--- config.mk ---
export PLATFORM = sky130hd
export DESIGN_NAME = resp_uart_tx
export DESIGN_NICKNAME = d
export VERILOG_FILES = /design/src/rtl/resp_uart_tx.sv
export SDC_FILE = /design/constraint.sdc
export NUM_CORES = 1
export LEC_CHECK = 0
export ABC_AREA = 1
export BUFFER_PORTS_ARGS = -buffer_cell sky130_fd_sc_hd__buf_2
export CAP_MARGIN = 0
export CELL_PAD_IN_SITES_DETAIL_PLACEMENT = 0
export CELL_PAD_IN_SITES_GLOBAL_PLACEMENT = 1
export CORE_UTILIZATION = 47
export DETAILED_ROUTE_END_ITERATION = 12
export PLACE_DENSITY = 0.94
export SETUP_SLACK_MARGIN = 0.5
export SKIP_LAST_GASP = 1
export SYNTH_ARGS = -nofsm -noshare
export SYNTH_HDL_FRONTEND = slang
export SYNTH_SLANG_ARGS = --single-unit
--- constraint.sdc ---
create_clock -name clk -period 4.87 [get_ports clk]
set_clock_uncertainty 0.15 [all_clocks]
set_input_delay 0.2435 -clock clk [delete_from_list [all_inputs] [get_ports clk]]
set_output_delay 0.2435 -clock clk [all_outputs]
set_load 0.05 [all_outputs]
--- src/rtl/resp_uart_tx.sv ---
// resp_uart_tx
//   Outbound half of the host UART link. A 16-bit read-response word is
//   accepted from the bus side and sent to the host as the ASCII frame
//   'M' + four uppercase hex digits + CR + LF, each byte framed 8N1
//   (start bit, eight data bits LSB first, stop bit).
//
//   Optional feature macro: RESP_UART_TX_PARITY_EN
//     When defined, an even-parity bit (XOR of the eight data bits) is sent
//     between data bit 7 and the stop bit, using an extra PARITY state.
//     When undefined (default), bytes are plain 8N1.
//
// Parameters
//   CLOCKS_PER_BAUD : clock cycles per UART bit (>= 2)
//
// Ports
//   clk      in   system clock, rising edge
//   rst_n    in   asynchronous active-low reset
//   data_i   in   read-response word to report
//   valid_i  in   data_i holds a word to send
//   ready_o  out  block can accept a word (transfer on valid_i && ready_o)
//   tx       out  UART serial output, idles high
//   busy_o   out  frame in progress (always !ready_o)

module resp_uart_tx #(
  parameter int CLOCKS_PER_BAUD = 868
) (
  input  logic        clk,
  input  logic        rst_n,
  input  logic [15:0] data_i,
  input  logic        valid_i,
  output logic        ready_o,
  output logic        tx,
  output logic        busy_o
);

  localparam int                BAUD_W    = (CLOCKS_PER_BAUD > 2) ? $clog2(CLOCKS_PER_BAUD) : 1;
  localparam logic [BAUD_W-1:0] BAUD_LAST = BAUD_W'(CLOCKS_PER_BAUD - 1);
  localparam logic [2:0]        LAST_BYTE = 3'd6;
  localparam logic [2:0]        LAST_BIT  = 3'd7;

`ifdef RESP_UART_TX_PARITY_EN
  typedef enum logic [2:0] {
    IDLE   = 3'd0,
    START  = 3'd1,
    DATA   = 3'd2,
    PARITY = 3'd3,
    STOP   = 3'd4
  } state_t;
`else
  typedef enum logic [2:0] {
    IDLE  = 3'd0,
    START = 3'd1,
    DATA  = 3'd2,
    STOP  = 3'd3
  } state_t;
`endif

  state_t            state, state_next;
  logic [BAUD_W-1:0] baud_cnt, baud_next;
  logic [2:0]        bit_cnt, bit_next;
  logic [2:0]        byte_idx, byte_next;
  logic [15:0]       word_q, word_next;
  logic              tx_q, tx_next;
  logic              ready_q, ready_next;
  logic [7:0]        cur_byte;
  logic              bit_done;

  // ASCII for one nibble: 0-9 -> '0'-'9', A-F -> 'A'-'F'
  function automatic logic [7:0] hex_ascii(input logic [3:0] nib);
    logic [7:0] wide;
    wide = {4'h0, nib};
    return (nib < 4'd10) ? (8'h30 + wide) : (8'h37 + wide);
  endfunction

  // Byte at a given position of the frame for the latched word
  function automatic logic [7:0] frame_byte(input logic [15:0] word, input logic [2:0] idx);
    logic [7:0] b;
    case (idx)
      3'd0:    b = 8'h4D;
      3'd1:    b = hex_ascii(word[15:12]);
      3'd2:    b = hex_ascii(word[11:8]);
      3'd3:    b = hex_ascii(word[7:4]);
      3'd4:    b = hex_ascii(word[3:0]);
      3'd5:    b = 8'h0D;
      default: b = 8'h0A;
    endcase
    return b;
  endfunction

  assign bit_done = (baud_cnt == BAUD_LAST);

  // State register. tx and ready_o are flopped from the next-state decode,
  // so both are glitch-free and change on the same edge as the FSM.
  always_ff @(posedge clk or negedge rst_n) begin
    if (!rst_n) begin
      state    <= IDLE;
      baud_cnt <= '0;
      bit_cnt  <= '0;
      byte_idx <= '0;
      word_q   <= '0;
      tx_q     <= 1'b1;
      ready_q  <= 1'b1;
    end else begin
      state    <= state_next;
      baud_cnt <= baud_next;
      bit_cnt  <= bit_next;
      byte_idx <= byte_next;
      word_q   <= word_next;
      tx_q     <= tx_next;
      ready_q  <= ready_next;
    end
  end

  // Next-state logic. The baud counter wraps to zero at every bit boundary,
  // and bytes chain directly from STOP into the next START.
  always_comb begin
    state_next = state;
    baud_next  = baud_cnt;
    bit_next   = bit_cnt;
    byte_next  = byte_idx;
    word_next  = word_q;
    case (state)
      IDLE: begin
        if (valid_i && ready_q) begin
          state_next = START;
          word_next  = data_i;
          baud_next  = '0;
          bit_next   = '0;
          byte_next  = '0;
        end
      end
      START: begin
        if (bit_done) begin
          state_next = DATA;
          baud_next  = '0;
        end else begin
          baud_next = baud_cnt + 1'b1;
        end
      end
      DATA: begin
        if (bit_done) begin
          baud_next = '0;
          if (bit_cnt == LAST_BIT) begin
            bit_next = '0;
`ifdef RESP_UART_TX_PARITY_EN
            state_next = PARITY;
`else
            state_next = STOP;
`endif
          end else begin
            bit_next = bit_cnt + 3'd1;
          end
        end else begin
          baud_next = baud_cnt + 1'b1;
        end
      end
`ifdef RESP_UART_TX_PARITY_EN
      PARITY: begin
        if (bit_done) begin
          state_next = STOP;
          baud_next  = '0;
        end else begin
          baud_next = baud_cnt + 1'b1;
        end
      end
`endif
      STOP: begin
        if (bit_done) begin
          baud_next = '0;
          if (byte_idx < LAST_BYTE) begin
            state_next = START;
            byte_next  = byte_idx + 3'd1;
          end else begin
            state_next = IDLE;
          end
        end else begin
          baud_next = baud_cnt + 1'b1;
        end
      end
      default: begin
        state_next = IDLE;
        baud_next  = '0;
        bit_next   = '0;
        byte_next  = '0;
      end
    endcase
  end

  // Output decode from the next state, registered above
  always_comb begin
    tx_next    = 1'b1;
    cur_byte   = frame_byte(word_next, byte_next);
    ready_next = (state_next == IDLE);
    case (state_next)
      START:   tx_next = 1'b0;
      DATA:    tx_next = cur_byte[bit_next];
`ifdef RESP_UART_TX_PARITY_EN
      PARITY:  tx_next = ^cur_byte;
`endif
      default: tx_next = 1'b1;
    endcase
  end

  assign tx      = tx_q;
  assign ready_o = ready_q;
  assign busy_o  = !ready_q;

endmodule

== Word level (Yosys, flattened, before mapping) ==
Cells that the tools add are included.
W data, S select, Z words.
Storage, ports and cells
  memory bits (read-only): 0
  bits in latches: 0
  bits of input ports: 19
  memories: 0
  word-level logic and storage cells: 73
  output and inout bits: 3
  bits in registers: 37
  RAM bits: 0
Operators by class
  divide/modulo/power cells: 0
  bitwise gates (word level): 0
  $mul: 0
  order comparisons: 6
  reductions and logical operators: 8
  shift operators: 0
  add/sub/neg operators: 11
  equality and inequality tests: 13
  multiplexer cells: 28
Operators with widths (number)
  $add A6 B4 Y7 const A: 8
  $pmux W7 S6: 1
  $mux W3: 11
  $mux W16: 2
  $mux W7: 4
  $mux W10: 2
  $pmux W10 S2: 1
  $pmux W3 S3: 2
  $lt A4 B4 Y1 const B: 4
  $eq A3 B2 Y1 const B: 5
  $pmux W3 S4: 1
  $add A10 B1 Y10 const B: 1
  $eq A10 B10 Y1 const B: 1
  $eq A3 B1 Y1 const B: 3
  $eq A3 B3 Y1 const B: 3
  $logic_not A3 Y1: 3
  $add A3 B1 Y3 const B: 2
  $lt A3 B4 Y1 const B: 1
  $reduce_or A2 Y1: 2
  $bmux W1 S3: 1
  $lt A3 B3 Y1 const B: 1
  $reduce_or A3 Y1: 1
  $mux W1: 2
  $ne A2 B2 Y1 const B: 1
  other kinds (3): 3

== Longest topological paths before layout ==
Gate-level depths: netlist (run 1).
  depth after elaboration: 9
  mapped depth: 19
  depth with buffers taken out: 18

== Worst setup path after synthesis (run 1) ==
No wires, ideal clock.
  kind: register to register
  from: register ready_q, in the netlist ready_o
  to: register tx_q, in the netlist tx
  path buffers: 1
  cell stages (with the launch flop): 20
  period minus slack after synthesis: 2.699 ns
  path slack: 2.171 ns
  data required time: 4.647 ns
  data arrival time: 2.476 ns
  setup time: 0.073 ns
  path through: dfstp_2 nand2_2 inv_2 nand3_2 buf_6 or2_2 o21ai_0 ha_1 nand2_1 inv_1 o21ai_1 o21ai_0 nand2_1 nand2_1 inv_1 nand2_1 nand2_1 nand2_1 nand3_1 a21oi_1
Between the ends
  cells in the longest elaborated chain, start to end: 9
  elaborated cells on any way between the ends: 37
  those cells by class: 8 x add/sub; 4 x order compare; 7 x eq/ne; 16 x mux; 2 x reduce/logical
RTL lines
  start: declaration: line 64  | logic ready_q, ready_next;
  start signal: assignment: line 110  | ready_q <= ready_next;
  $logic_and A1 B1 Y1 (*): line 124  | if (valid_i && ready_q) begin
  $mux W16: line 124
  $mux W16: line 122  | case (state)
  $add A6 B4 Y7 / $lt A4 B4 Y1 (equally long branches): line 72  | return (nib < 4'd10) ? (8'h30 + wide) : (8'h37 + wide);
  $mux W7: line 72
  $pmux W7 S6: line 78  | case (idx)
  $bmux W1 S3: line 196  | DATA: tx_next = cur_byte[bit_next];
  $mux W1 (implied by the code): line 196
  $pmux W1 S2 (*): line 194  | case (state_next)
  named net tx_next: line 63  | logic tx_q, tx_next;
  end signal: assignment: line 109  | tx_q <= tx_next;
  end: declaration: line 63
The timed path passes the listed nets; every way through them passes the cells marked *. The select of a mux whose other input is x is not followed.
A chain may end at the register's enable or synchronous reset.

== Final worst setup path (run 1) ==
Ends and elaborated chain as after synthesis.

==> results.json, run 1 <==
{
  "p_leak_uw": 0.00156,
  "crit_slowest_cell": "dfstp_2",
  "crit_cells": 15,
  "wire_per_inst_um": 12.6,
  "maxSlewViolCount": 0,
  "p_clk_frac": 0.261,
  "drt_first_pass_iters": 4,
  "rsz0062_at_grt": "false",
  "cp-endpoint": "tx",
  "io_pins": 22,
  "path_common_cell": "nor2_1",
  "swShare": 0.368,
  "grt_max_degree": 38,
  "setup_viol": 0,
  "synth.distinct_cells": 37,
  "slew_headroom": 0.415,
  "critPathMaxStageDelay_ps": 550,
  "routed_wl_um": 6310,
  "r2r-start": "ready_o",
  "clock_sinks": 37,
  "yosysTopAreaCellShare": 0.314,
  "fin_cells": 501,
  "worstMarginPinSlew_ps": 878,
  "hold_buffers": 1,
  "synth_top_cell_by_area": "dfrtp_1",
  "final_common_cell": "nand2_1",
  "fin_crit_sh": 0.578,
  "ys_seq_area_frac": 0.333,
  "drtAntennaViolNets": 0,
  "drt_iter0_drc": 159,
  "comb_power_share": 0.331,
  "reg2reg_slack_ps": 2050,
  "max_cap_violations": 0,
  "track_usage": 0.222,
  "holdPathStages": 3,
  "final_nets": 455,
  "first_global_vias": 2356,
  "cts_buffers": 5,
  "status": "completed",
  "post_cts_buffers": 0,
  "fp.coreArea_mm2": 0.00561,
  "postSynthAreaPerCell_um2": 6.93,
  "clock_latency_ps": 290,
  "grt_pass1_wl_um": 10900,
  "grt_overflow": 0,
  "syn-num-nets": 430,
  "critPathLaunch": "ready_o",
  "num_vias": 2545,
  "hold_class": "input port to register",
  "cts_tree": "built",
  "crit_fanout": 12,
  "area_growth_pct": 9.19,
  "clock.fmax_ghz": 0.355,
  "async_flop_share": 1.00,
  "required_ps": 4940,
  "gp_congestion": 0.833,
  "placedCellCount": 492,
  "utilization": 0.544,
  "dieArea_mm2": 0.00625,
  "initial_core_util": 0.498,
  "htree_levels": 2,
  "crit_chain": "nand2_2 -> inv_2 -> nand3_2 -> or2_2 -> o21ai_0 -> ha_1 -> inv_1 -> nor2_2 -> nor2_1 -> nand3b_1 -> nand3_1 -> nor2_1 -> nor2_1 -> a21oi_1 -> a21oi_1",
  "post-dp-hpwl_um": 4780,
  "power.internal_uw": 584,
  "cp_top_family": "simple AND/OR/NAND/NOR gates",
  "p_switching_uw": 339,
  "netlist_instances": 403,
  "critPathKind": "register to register",
  "crit_buf_inv": 2,
  "synth_top_flop_cell": "dfrtp_1",
  "drc": 0,
  "pwr_density_cell_mw_per_mm2": 303,
  "port_buffers": 21,
  "synth.cell_area_mm2": 0.00279,
  "antenna_found_initial": 0,
  "dieHeight_um": 79.1,
  "clockBufferDepth": 2,
  "endpoint_kind": "register",
  "peakVddDrop_uv": 183,
  "period_minus_slack_ps": 2820,
  "ys_seq_elements": 37,
  "r2r-end": "tx",
  "hold_violations": 0,
  "final_cell_mix": "nand2_1, inv_1, nor2_1",
  "reg2reg_depth": 15,
  "start_kind": "register",
  "die_w_um": 79.1,
  "path_clk_slew_ps": 80,
  "clockRootBuffer": "clkbuf_8",
  "cp.arrival_ps": 2890,
  "yosys_warnings": 0,
  "placementRows": 27,
  "n_antenna_cell": 0,
  "via_per_inst": 5.08,
  "ctsResizeCount": 0,
  "layout-drive-gt1-share": 0.186,
  "p_seq_frac": 0.408,
  "synth_edf_count": 0,
  "power_uw": 924,
  "fin_setup_tns_ps": 0,
  "synth_area_leaders": "dfrtp_1, nand2_1, inv_1"
}
logic make-up after synthesis:
| kind of cell | after synthesis | share of synthesized area |
|---|---|---|
| compound gates | 55 | 0.113 |
| buf+inv | 79 | 0.119 |
| fa+ha+maj | 8 | 0.0359 |
| xor+xnor | 4 | 0.0125 |
| other cells | 1 | 0.00134 |
| simple gates | 219 | 0.386 |
| flops | 37 | 0.333 |
per-layer routing:
metal  part of all wire  track usage  up-vias  wire [um]
met3              0.030       0.0310        7        187
met4              0.010       0.0600        0         66
met5                  0            0        -          0
li1                   -            -     1336          -
met2               0.49        0.379       45       3070
met1               0.47        0.293     1157       2980
worst min path at each step:
stage	slack, ps	startpoint	end
floorplan	-200	rst_n	baud_cnt[0]
global placement	260	rst_n	baud_cnt[0]
detailed placement	270	rst_n	state[2]
CTS	60	data_i[15]	word_q[15]
global route	80	data_i[15]	word_q[15]
finish	60	data_i[15]	word_q[15]
synthesized netlist by cell type, types with 2 or more instances:
cell,count
o21ai_1,7
nand4_1,12
nor4_1,2
inv_1,66
buf_6,2
nand3_2,2
o21ai_2,5
xor2_1,4
nand3_1,34
ha_1,8
nand2_2,15
nor2_4,3
inv_2,9
nor2_1,37
nor3_1,11
dfstp_2,2
nand2_4,4
o21ai_0,16
nor2_2,5
nand2_1,85
a21oi_1,22
dfrtp_1,35
or2_2,3
worst reg2reg max path, cell delays in order (launching register included):
cell	delay, ps
dfstp_2	550
nand2_2	140
inv_2	130
nand3_2	220
or2_2	370
o21ai_0	150
ha_1	200
inv_1	50
nor2_2	110
nor2_1	70
nand3b_1	170
nand3_1	80
nor2_1	50
nor2_1	100
a21oi_1	80
a21oi_1	120
state kept, by name, indices dropped and copies added, names as in the netlist:
register and count:
word_q 16, baud_cnt 10, bit_cnt 3, byte_idx 3
state 3, ready_o 1, tx 1
stage by stage:
step           setup slack, ps  hold slack, ps  area [um^2]
2_1_floorplan             2170            -202         2790
3_3_place_gp              2150             258         2940
3_5_place_dp              2090             269         2940
4_1_cts                   2050            55.5         3050
5_1_grt                   1730            77.0         3050
6_report                  2050            60.6         3050
power groups by stage:
stage	sequential, uW	clock [uW]	combinational [uW]
after floorplan	387	0	235
after global placement	381	0	301
after detailed placement	383	0	304
after CTS	377	248	306
after global routing	382	260	352
final	377	241	306
final cells by class:
| class | count | area, um^2 |
|---|---|---|
| Fill cell | 570 | 2560 |
| Multi-Input combinational cell | 287 | 1530 |
| Sequential cell | 37 | 928 |
| Inverter | 75 | 282 |
| Timing Repair Buffer | 22 | 115 |
| Clock buffer | 7 | 96.3 |
| Tap cell | 72 | 90.1 |
| Clock inverter | 1 | 5.00 |
Power figures use the tool's default switching activity.
==> run 2, diff against run 1 <==
--- a/config.mk
+++ b/config.mk
@@ -10,9 +10,9 @@
 export CAP_MARGIN = 0
 export CELL_PAD_IN_SITES_DETAIL_PLACEMENT = 0
 export CELL_PAD_IN_SITES_GLOBAL_PLACEMENT = 1
-export CORE_UTILIZATION = 47
+export CORE_UTILIZATION = 44
 export DETAILED_ROUTE_END_ITERATION = 12
-export PLACE_DENSITY = 0.94
+export PLACE_DENSITY = 0.9
 export SETUP_SLACK_MARGIN = 0.5
 export SKIP_LAST_GASP = 1
 export SYNTH_ARGS = -nofsm -noshare
==> constraint.sdc (replaced) <==
create_clock -name clk -period 2.6 [get_ports clk]
set_clock_uncertainty 0.15 [all_clocks]
set_input_delay 0.13 -clock clk [delete_from_list [all_inputs] [get_ports clk]]
set_output_delay 0.13 -clock clk [all_outputs]
set_load 0.05 [all_outputs]
==> results.json, run 2 (synthesis gave the netlist of run 1 again) <==
{
  "status": "completed",
  "first_global_vias": 2609,
  "path_common_cell": "nand2_1",
  "num_vias": 2776,
  "final_common_cell": "nand2_1",
  "cts_buffers": 5,
  "htree_levels": 2,
  "grt_max_degree": 38,
  "n_antenna_cell": 0,
  "layout-drive-gt1-share": 0.333,
  "critPathKind": "register to register",
  "largest_register": "word_q",
  "crit_fanout": 6,
  "p_leak_uw": 0.00179,
  "drtAntennaViolNets": 0,
  "start_kind": "register",
  "crit_slowest_cell": "dfrtp_2",
  "critPathMaxStageDelay_ps": 450,
  "largest_reg_flops": 16,
  "hold_class": "input port to register",
  "crit_buf_inv": 2,
  "routed_wl_um": 7250,
  "power_uw": 2080,
  "pwr_density_cell_mw_per_mm2": 571,
  "regArea_um2": 930,
  "placementRows": 28,
  "initial_core_util": 0.463,
  "fin_setup_tns_ps": 0,
  "final_nets": 489,
  "port_buffers": 21,
  "max_cap_violations": 0,
  "fill_cells": 571,
  "gp_congestion": 0.821,
  "largestRegisters": "word_q x16, baud_cnt x10",
  "clockRootBuffer": "clkbuf_8",
  "peakVddDrop_uv": 380,
  "slew_headroom": 0.432,
  "multiInputGateArea_mm2": 0.00178,
  "worstMarginPinSlew_ps": 852,
  "cp_top_family": "simple AND/OR/NAND/NOR gates",
  "area_growth_pct": 30.4,
  "fp.coreArea_mm2": 0.00603,
  "clock_sinks": 37,
  "crit_chain": "nor2_4 -> buf_4 -> buf_4 -> nand4_1 -> nand2_4 -> nand2_1 -> nand2_2 -> xor2_1 -> nand2_1 -> nand2_1 -> nor2_1 -> nand2_1 -> nand2_1 -> nand2_1 -> nand3_2 -> a21oi_2",
  "grt_pass1_wl_um": 12000,
  "antenna_found_initial": 0,
  "die_w_um": 81.7,
  "dieArea_mm2": 0.00667,
  "grt_overflow": 0,
  "cts_tree": "built",
  "final_area_mm2": 0.00364,
  "dieHeight_um": 81.7,
  "endpoint_kind": "register",
  "required_ps": 2690,
  "place_area_mm2": 0.00305,
  "maxSlewViolCount": 0,
  "drt_iter0_drc": 140,
  "cp.arrival_ps": 2500,
  "clockBufferDepth": 2,
  "final_cell_mix": "nand2_1, inv_1, dfrtp_1",
  "clock.fmax_ghz": 0.415,
  "path_clk_slew_ps": 80,
  "rsz0062_at_grt": "true",
  "drc": 0,
  "post-dp-hpwl_um": 4970,
  "clock_latency_ps": 300,
  "via_per_inst": 5.16,
  "setup_viol": 0,
  "io_pins": 22,
  "fin_crit_sh": 0.928,
  "track_usage": 0.237,
  "wire_per_inst_um": 13.5,
  "hold_violations": 0,
  "period_minus_slack_ps": 2410,
  "drt_first_pass_iters": 4
}
-- run 2: cell types whose count changed in the layout (fill, tap and decap cells not counted), sizes merged --
cell / before / now
clkinvlp: 0 / 1
buf: 21 / 51
dlygate4sd3: 1 / 5
bufinv: 0 / 1
clkbuf: 7 / 6
clkinv: 1 / 0
-- run 2: cell type report --
class / count / share of cell area
Multi-Input combinational cell: 287 / 0.490
Sequential cell: 37 / 0.255
Timing Repair Buffer: 56 / 0.117
Inverter: 75 / 0.0787
Tap cell: 75 / 0.0258
Clock buffer: 6 / 0.0227
Clock inverter: 2 / 0.0103
-- run 2: layer usage --
layer  share of wire  wire [um]  GRT usage
met1            0.45       3290      0.315
met2            0.49       3530      0.394
met3           0.040        289     0.0389
met4           0.018        131     0.0667
met5               0          0          0
-- run 2: final timing paths --
| path | startpoint | endpoint | slack [ps] | cells after the start |
|---|---|---|---|---|
| max | state[2] | tx | 190 | 16 |
| min | data_i[10] | word_q[10] | 50 | 5 |
| max reg2reg | state[2] | tx | 190 | 16 |
| min reg2reg | word_q[15] | word_q[15] | 360 | 2 |
| max in group asynchronous | rst_n | state[2] | 1390 | 2 |
| min in group asynchronous | rst_n | baud_cnt[8] | 330 | 2 |
-- run 2: per-stage QoR --
stage / instances / setup WS, ps / util / hold slack (ps)
floorplan: 403 / 123 / - / -316
global placement: 500 / 120 / 0.506 / 141
detailed placement: 500 / 99.6 / 0.506 / 146
CTS: 530 / 208 / 0.576 / 12.6
global route: 538 / 62.7 / 0.604 / 56.9
finish: 538 / 187 / 0.604 / 50.1
-- run 2: worst reg2reg max path, cell delays in order, from the launching register on --
cell and delay, ps:
dfrtp_2 450, nor2_4 230, buf_4 160, buf_4 110
nand4_1 150, nand2_4 150, nand2_1 100, nand2_2 140
xor2_1 160, nand2_1 100, nand2_1 70, nor2_1 40
nand2_1 60, nand2_1 50, nand2_1 60, nand3_2 60
a21oi_2 110
-- run 2: power by group --
part | switching (uW) | internal [uW] | total [uW]
sequential | 50.3 | 667 | 718
clock | 227 | 312 | 539
combinational | 486 | 337 | 822
-- run 2: timing repair --
item | CTS | global route
cloned | 1 | 0
setup buffers | 17 | 7
hold buffers | 4 | 1
endpoints found under the hold margin | 38 | 1
pin swaps | 23 | 20
gates resized for setup | 27 | 34
setup endpoints to repair | 10 | 6
